## src/rtl/alu_issue_ctrl.sv

```systemverilog
// Issue controller for a 32-bit combinational ALU: one command per 3 cycles,
// with an internal register file, result writeback and persistent N/Z/C flags.
module alu_issue_ctrl #(
    parameter int W     = 32,
    parameter int NREGS = 8,
    parameter int AW    = 3
) (
    input  logic          clk,
    input  logic          rst,
    input  logic          cmd_valid,
    output logic          cmd_ready,
    input  logic [3:0]    cmd_op,
    input  logic [AW-1:0] cmd_rd,
    input  logic [AW-1:0] cmd_rn,
    input  logic [AW-1:0] cmd_rm,
    input  logic          ld_en,
    input  logic [AW-1:0] ld_addr,
    input  logic [W-1:0]  ld_data,
    input  logic [AW-1:0] rd_addr,
    output logic [W-1:0]  rd_data,
    output logic [W-1:0]  alu_a,
    output logic [W-1:0]  alu_b,
    output logic [3:0]    alu_opcode,
    output logic          alu_cin,
    input  logic [W-1:0]  alu_result,
    input  logic          alu_cout,
    input  logic          alu_neg,
    input  logic          alu_zero,
    output logic          wb_valid,
    output logic [AW-1:0] wb_addr,
    output logic [W-1:0]  wb_data,
    output logic          err,
    output logic          flag_n,
    output logic          flag_z,
    output logic          flag_c
);

    typedef enum logic [1:0] {
        IDLE  = 2'd0,
        ISSUE = 2'd1,
        WB    = 2'd2
    } state_t;

    // What the retiring opcode does to the register file and the flags.
    typedef enum logic [1:0] {
        CLS_ARITH_C,   // write rd, update N/Z/C
        CLS_WRITE_NZ,  // write rd, update N/Z, hold C
        CLS_CMP,       // update N/Z only
        CLS_ILLEGAL    // no effect except err
    } op_class_t;

    function automatic op_class_t classify(input logic [3:0] op);
        op_class_t cls;
        if (op == 4'b0000 || op == 4'b0111) begin
            cls = CLS_ARITH_C;
        end else if (op == 4'b0011) begin
            cls = CLS_CMP;
        end else if (op > 4'b1000) begin
            cls = CLS_ILLEGAL;
        end else begin
            cls = CLS_WRITE_NZ;
        end
        return cls;
    endfunction

    state_t           state;
    state_t           state_next;
    op_class_t        op_class;
    logic             accept;
    logic             in_wb;
    logic [AW-1:0]    lat_rd;
    logic [W-1:0]     res_q;
    logic             cout_q;
    logic             neg_q;
    logic             zero_q;
    logic [W-1:0]     regs [NREGS];

    // ------------------------------------------------------------------
    // Control FSM
    // ------------------------------------------------------------------
    always_ff @(posedge clk) begin
        if (rst) begin
            state <= IDLE;
        end else begin
            state <= state_next;
        end
    end

    always_comb begin
        state_next = state;
        unique case (state)
            IDLE:    if (cmd_valid) state_next = ISSUE;
            ISSUE:   state_next = WB;
            WB:      state_next = IDLE;
            default: state_next = IDLE;
        endcase
    end

    assign cmd_ready = (state == IDLE);
    assign accept    = cmd_valid && cmd_ready;
    assign in_wb     = (state == WB);
    assign op_class  = classify(alu_opcode);

    // NOTE: every output of this block gets a default first so no latch is inferred.
    always_comb begin
        wb_valid = 1'b0;
        err      = 1'b0;
        if (in_wb) begin
            wb_valid = (op_class == CLS_ARITH_C) || (op_class == CLS_WRITE_NZ);
            err      = (op_class == CLS_ILLEGAL);
        end
    end

    assign wb_addr = lat_rd;
    assign wb_data = res_q;
    assign rd_data = regs[rd_addr];

    // ------------------------------------------------------------------
    // Command latch and ALU drive: operands are read at the handshake edge,
    // so the ALU sees stable inputs for the whole ISSUE cycle.
    // ------------------------------------------------------------------
    always_ff @(posedge clk) begin
        if (rst) begin
            lat_rd     <= '0;
            alu_a      <= '0;
            alu_b      <= '0;
            alu_opcode <= '0;
            alu_cin    <= 1'b0;
        end else if (accept) begin
            lat_rd     <= cmd_rd;
            alu_a      <= regs[cmd_rn];
            alu_b      <= regs[cmd_rm];
            alu_opcode <= cmd_op;
            alu_cin    <= flag_c;
        end
    end

    always_ff @(posedge clk) begin
        if (rst) begin
            res_q  <= '0;
            cout_q <= 1'b0;
            neg_q  <= 1'b0;
            zero_q <= 1'b0;
        end else if (state == ISSUE) begin
            res_q  <= alu_result;
            cout_q <= alu_cout;
            neg_q  <= alu_neg;
            zero_q <= alu_zero;
        end
    end

    // ------------------------------------------------------------------
    // Persistent flags
    // ------------------------------------------------------------------
    always_ff @(posedge clk) begin
        if (rst) begin
            flag_n <= 1'b0;
            flag_z <= 1'b0;
            flag_c <= 1'b0;
        end else if (in_wb) begin
            unique case (op_class)
                CLS_ARITH_C: begin
                    flag_n <= neg_q;
                    flag_z <= zero_q;
                    flag_c <= cout_q;
                end
                CLS_WRITE_NZ, CLS_CMP: begin
                    flag_n <= neg_q;
                    flag_z <= zero_q;
                end
                default: ;
            endcase
        end
    end

    // ------------------------------------------------------------------
    // Register file
    // ------------------------------------------------------------------
    // NOTE: the register file is small and architecturally visible, so it is
    // cleared by reset like any other state rather than left as a RAM.
    always_ff @(posedge clk) begin
        if (rst) begin
            for (int i = 0; i < NREGS; i++) begin
                regs[i] <= '0;
            end
        end else begin
            if (ld_en) begin
                regs[ld_addr] <= ld_data;
            end
            // Placed after the load so a writeback to the same register wins.
            if (wb_valid) begin
                regs[lat_rd] <= res_q;
            end
        end
    end

endmodule
```

## config.mk

```make
export PLATFORM = sky130hd
export DESIGN_NAME = alu_issue_ctrl
export DESIGN_NICKNAME = d
export VERILOG_FILES = /design/src/rtl/alu_issue_ctrl.sv
export SDC_FILE = /design/constraint.sdc
export NUM_CORES = 1
export LEC_CHECK = 0
export CAP_MARGIN = 20
export CORE_MARGIN = 2
export CORE_UTILIZATION = 55
export DETAILED_ROUTE_END_ITERATION = 7
export PLACE_DENSITY_LB_ADDON = 0.1
export RECOVER_POWER = 25
export SYNTH_ARGS = -nofsm -noshare
export SYNTH_HDL_FRONTEND = slang
export SYNTH_SLANG_ARGS = --single-unit
```

## constraint.sdc

```tcl
create_clock -name clk -period 10.3 [get_ports clk]
set_input_delay 1.545 -clock clk [delete_from_list [all_inputs] [get_ports clk]]
set_output_delay 1.545 -clock clk [all_outputs]
set_load 0.01 [all_outputs]
```

==> impl_results.md <==
- Post-synth cell types: 34
- Metal2 WL: 35.0 mm
- Pwr Density: 150 mW/mm2
- Synth area leaders: edfxtp_1 34%, mux2i_1 12%, dfxtp_1 10%, mux2_2 9.9%, mux4_2 6.5%
- Met3 wire length: ~8.5 mm
- Switching Power: approximately 1.1 mW
- Antenna-violating nets left: 0
- Peak supply drop: 0.135 mV
- Reg2reg start: alu_opcode[0]$_SDFFE_PP0P_
- Initial antenna violation count: 2
- Post-synth EDFFs: 256
- CP endpoint kind: flip-flop
- Worst-Margin Slew: 3.31 ns
- Final setup fails: 0
- Height of the die: 205 um
- YS warnings: 0
- Worst-Skew Late Latency: 0.58 ns
- # IOs: around 230
- CTS clk-pin slew, worst paths: 0.06 ns
- Seq/Total Area, Yosys: about 45%
- Input/output buffers: ~230
- Min Clock Period, post-route: 7.75 ns
- Htree depth: 2
- Slew margin rel.: -123%
- CTS sink cnt: 368
- Cell mode on critical path: clkbuf_1
- Clk pwr share: 39.7%
- Via count: 18267
- CP arrival: 7.97 ns
- Final Net Count: 2239
- Crit. Startpoint: rst
- Die width: a little over 200 um
- Hpwl dp: 42.9 mm
- WL/cell: 28.0 um
- Slew Limit Fails: 219
- Switching share of power: roughly 27%
- Total Routing Usage GR: 35.7%
- Post-CTS Setup Inserts: 0
- Post-CTS Hold Buffers: 0
- Total die area: around 0.042 mm2
- TritonCTS Buffers: 42
- Yosys top cell area share: 34.5%
- Drt drc: 0
- Vias per cell: 6.74
- Routability cong.: 0.862
- Layout cell share with drive strength beyond 1: 19.3%
- # resized after CTS: 0
- Metal-1 WL: 28.9 mm
- Crit Path Max Fanout: 74
- Initial Utilization: 55.9%
- Period utilization: 75.2%
- Slowest CP cell: clkbuf_1
- Post-Syn Area: between 0.02 and 0.025 mm2
- Synth Net Count: between 2000 and 2500
- Max Used Layer: met4
- Combinational power share: 15.6%
- Yosys reg bits: 368
- Cell Chain, Critical Path: clkbuf_1, clkbuf_1, a31oi_1, o21ai_0, buf_4
- Static leakage: about 10 nW
- Largest net degree at the start of global routing: 75
- Post-Syn Area per Cell: 10.7 um2
- Fin Setup TNS: 0 ns
- Global-route wire length before repair: 111 mm
- Status: finished with violations
- Sequential power share: about 45%
- Pre-CTS setup slack: 4.52 ns
- Most used DFF post-synth: edfxtp_1
- Fin. Hold Viols: 0
- Area leader, netlist: edfxtp_1
- Final core utilization: 65.5%
- Worst min-delay path class: flip-flop to flip-flop
- First drt pass iteration count: 6
- Grt ovf: 0
- Syn Inst Count: 2083
- Clock Skew: 0.0175 ns
- CTS Buffer Depth: 3
- Row count: 73
- Cell internal pwr: 2.86 mW
- Setup crit start kind: input port
- Slowest cell delay on critical path: 2.42 ns
- Fmax: 0.129 GHz
- Final WL: 75.9 mm
- Core Region: between 0.03 and 0.04 mm2
- First DRT Iteration DRCs: between 2000 and 2500
- Max_cap viols: 6
- Unrepaired setup endpoints after global routing: false
- Syn-to-layout area delta: 17.3%
- Vias in the first global route: 17718
- Violated checks: capacitance limit, slew limit
- Hold_sp: cout_q$_SDFFE_PP0N_
- CTS root buffer: clkbuf_16
- Final Worst Setup Slack: 2.55 ns
- Asr flop ratio synth: 0%
- CP Data Required Time: 10.52 ns
- CP Class: input port to flip-flop
- CTS tree: done
==> final timing paths <==
| path | to | slack, ns | depth (start not counted) |
|---|---|---|---|
| setup / recovery | regs[3][13]$_DFFE_PP_ | 2.55 | 5 |
| hold / removal | cout_q$_SDFFE_PP0N_ | 0.46 | 2 |
| setup reg to reg | regs[3][13]$_DFFE_PP_ | 4.61 | 6 |
| hold reg to reg | cout_q$_SDFFE_PP0N_ | 0.46 | 2 |
==> area by class of cell <==
| cell class | count | area [um2] |
|---|---|---|
| tap | 525 | 657 |
| clock buffer | 57 | 1180 |
| timing repair buffer | 269 | 2620 |
| antenna | 2 | 5.00 |
| multi-input combinational | 1468 | 11500 |
| fill | 3139 | 13800 |
| clock inverter | 20 | 225 |
| sequential | 368 | 9930 |
==> worst max-delay path, delay by kind of cell <==
family	cells	cell delay, ns
compound gates	2	1.37
buf+inv	3	4.99
==> flip-flops by register name (all words and copies together) (netlist names), 2 cells and up <==
signal and cells:
alu_opcode 4, alu_b 32, state 2, wb_addr 3, wb_data 32, regs 256
alu_a 32
==> routing by layer <==
layer  vias to the layer above  GRT usage [%]
met1                      8973           47.1
met4                         0           16.9
li1                       7808              -
met3                       257           6.65
met5                         -              0
met2                      1229           57.2
==> cells in the mapped netlist (11+ instances only) <==
cell	instances
dfxtp_1	112
nor3_1	71
nand2_1	97
o31ai_1	33
a22oi_1	128
buf_1	66
nand2b_1	69
clkbuf_1	169
edfxtp_1	256
nor2_1	270
a21oi_1	110
nand3_1	71
nor2b_1	11
mux2_2	196
mux4_2	64
o21ai_0	38
mux2i_1	259
mux2_4	30
==> per-stage QoR <==
stage / std cells / total power, mW / hold slack, ns / area, um2
2_1_floorplan: 2083 / 2.11 / 0.436 / 22300
3_3_place_gp: 2627 / 2.37 / 0.444 / 24700
3_5_place_dp: 2628 / 2.39 / 0.448 / 24700
4_1_cts: 2705 / 3.91 / 0.456 / 26100
5_1_grt: 2709 / 4.01 / 0.471 / 26200
6_report: 2709 / 3.91 / 0.456 / 26200
==> logic make-up (layout without fill, tap and decap cells) <==
group	count (synthesis)	in the layout	share of synthesized area, %
compound gates	317	317	9.09
buf+inv	247	346	4.31
flops	368	368	44.5
mux	549	549	30.0
other cells	0	2	0
simple gates	602	602	12.0
==> power groups by stage <==
stage	logic [mW]	registers, mW	clock network (mW)
6_report	0.611	1.75	1.56
4_1_cts	0.614	1.74	1.56
5_1_grt	0.645	1.76	1.61
3_3_place_gp	0.599	1.77	0
2_1_floorplan	0.351	1.76	0
3_5_place_dp	0.610	1.77	0
==> layout by cell type (no fill, tap or decap), types with 4 or more instances in the layout <==
| master | synthesis | routed |
|---|---|---|
| nand2_1 | 97 | 94 |
| clkinv_2 | 0 | 4 |
| clkbuf_16 | 0 | 43 |
| nand3_2 | 0 | 4 |
| nor3_1 | 71 | 70 |
| nor2b_2 | 0 | 4 |
| mux2_4 | 30 | 30 |
| clkbuf_1 | 169 | 12 |
| o21ai_0 | 38 | 32 |
| clkdlybuf4s50_1 | 0 | 133 |
| a21oi_1 | 110 | 110 |
| and2_2 | 0 | 4 |
| a31oi_1 | 4 | 4 |
| mux4_2 | 64 | 64 |
| mux2i_1 | 259 | 259 |
| nand3_1 | 71 | 67 |
| dlygate4sd3_1 | 0 | 92 |
| nor2_1 | 270 | 267 |
| mux2_2 | 196 | 196 |
| o21ai_4 | 0 | 6 |
| dfxtp_1 | 112 | 112 |
| nand2b_1 | 69 | 68 |
| clkbuf_8 | 0 | 5 |
| a22oi_1 | 128 | 128 |
| o31ai_1 | 33 | 33 |
| nor2b_1 | 11 | 7 |
| bufinv_16 | 0 | 5 |
| clkinv_1 | 0 | 8 |
| edfxtp_1 | 256 | 256 |
| buf_4 | 0 | 34 |
No activity file was read; power rests on OpenSTA's default activity.
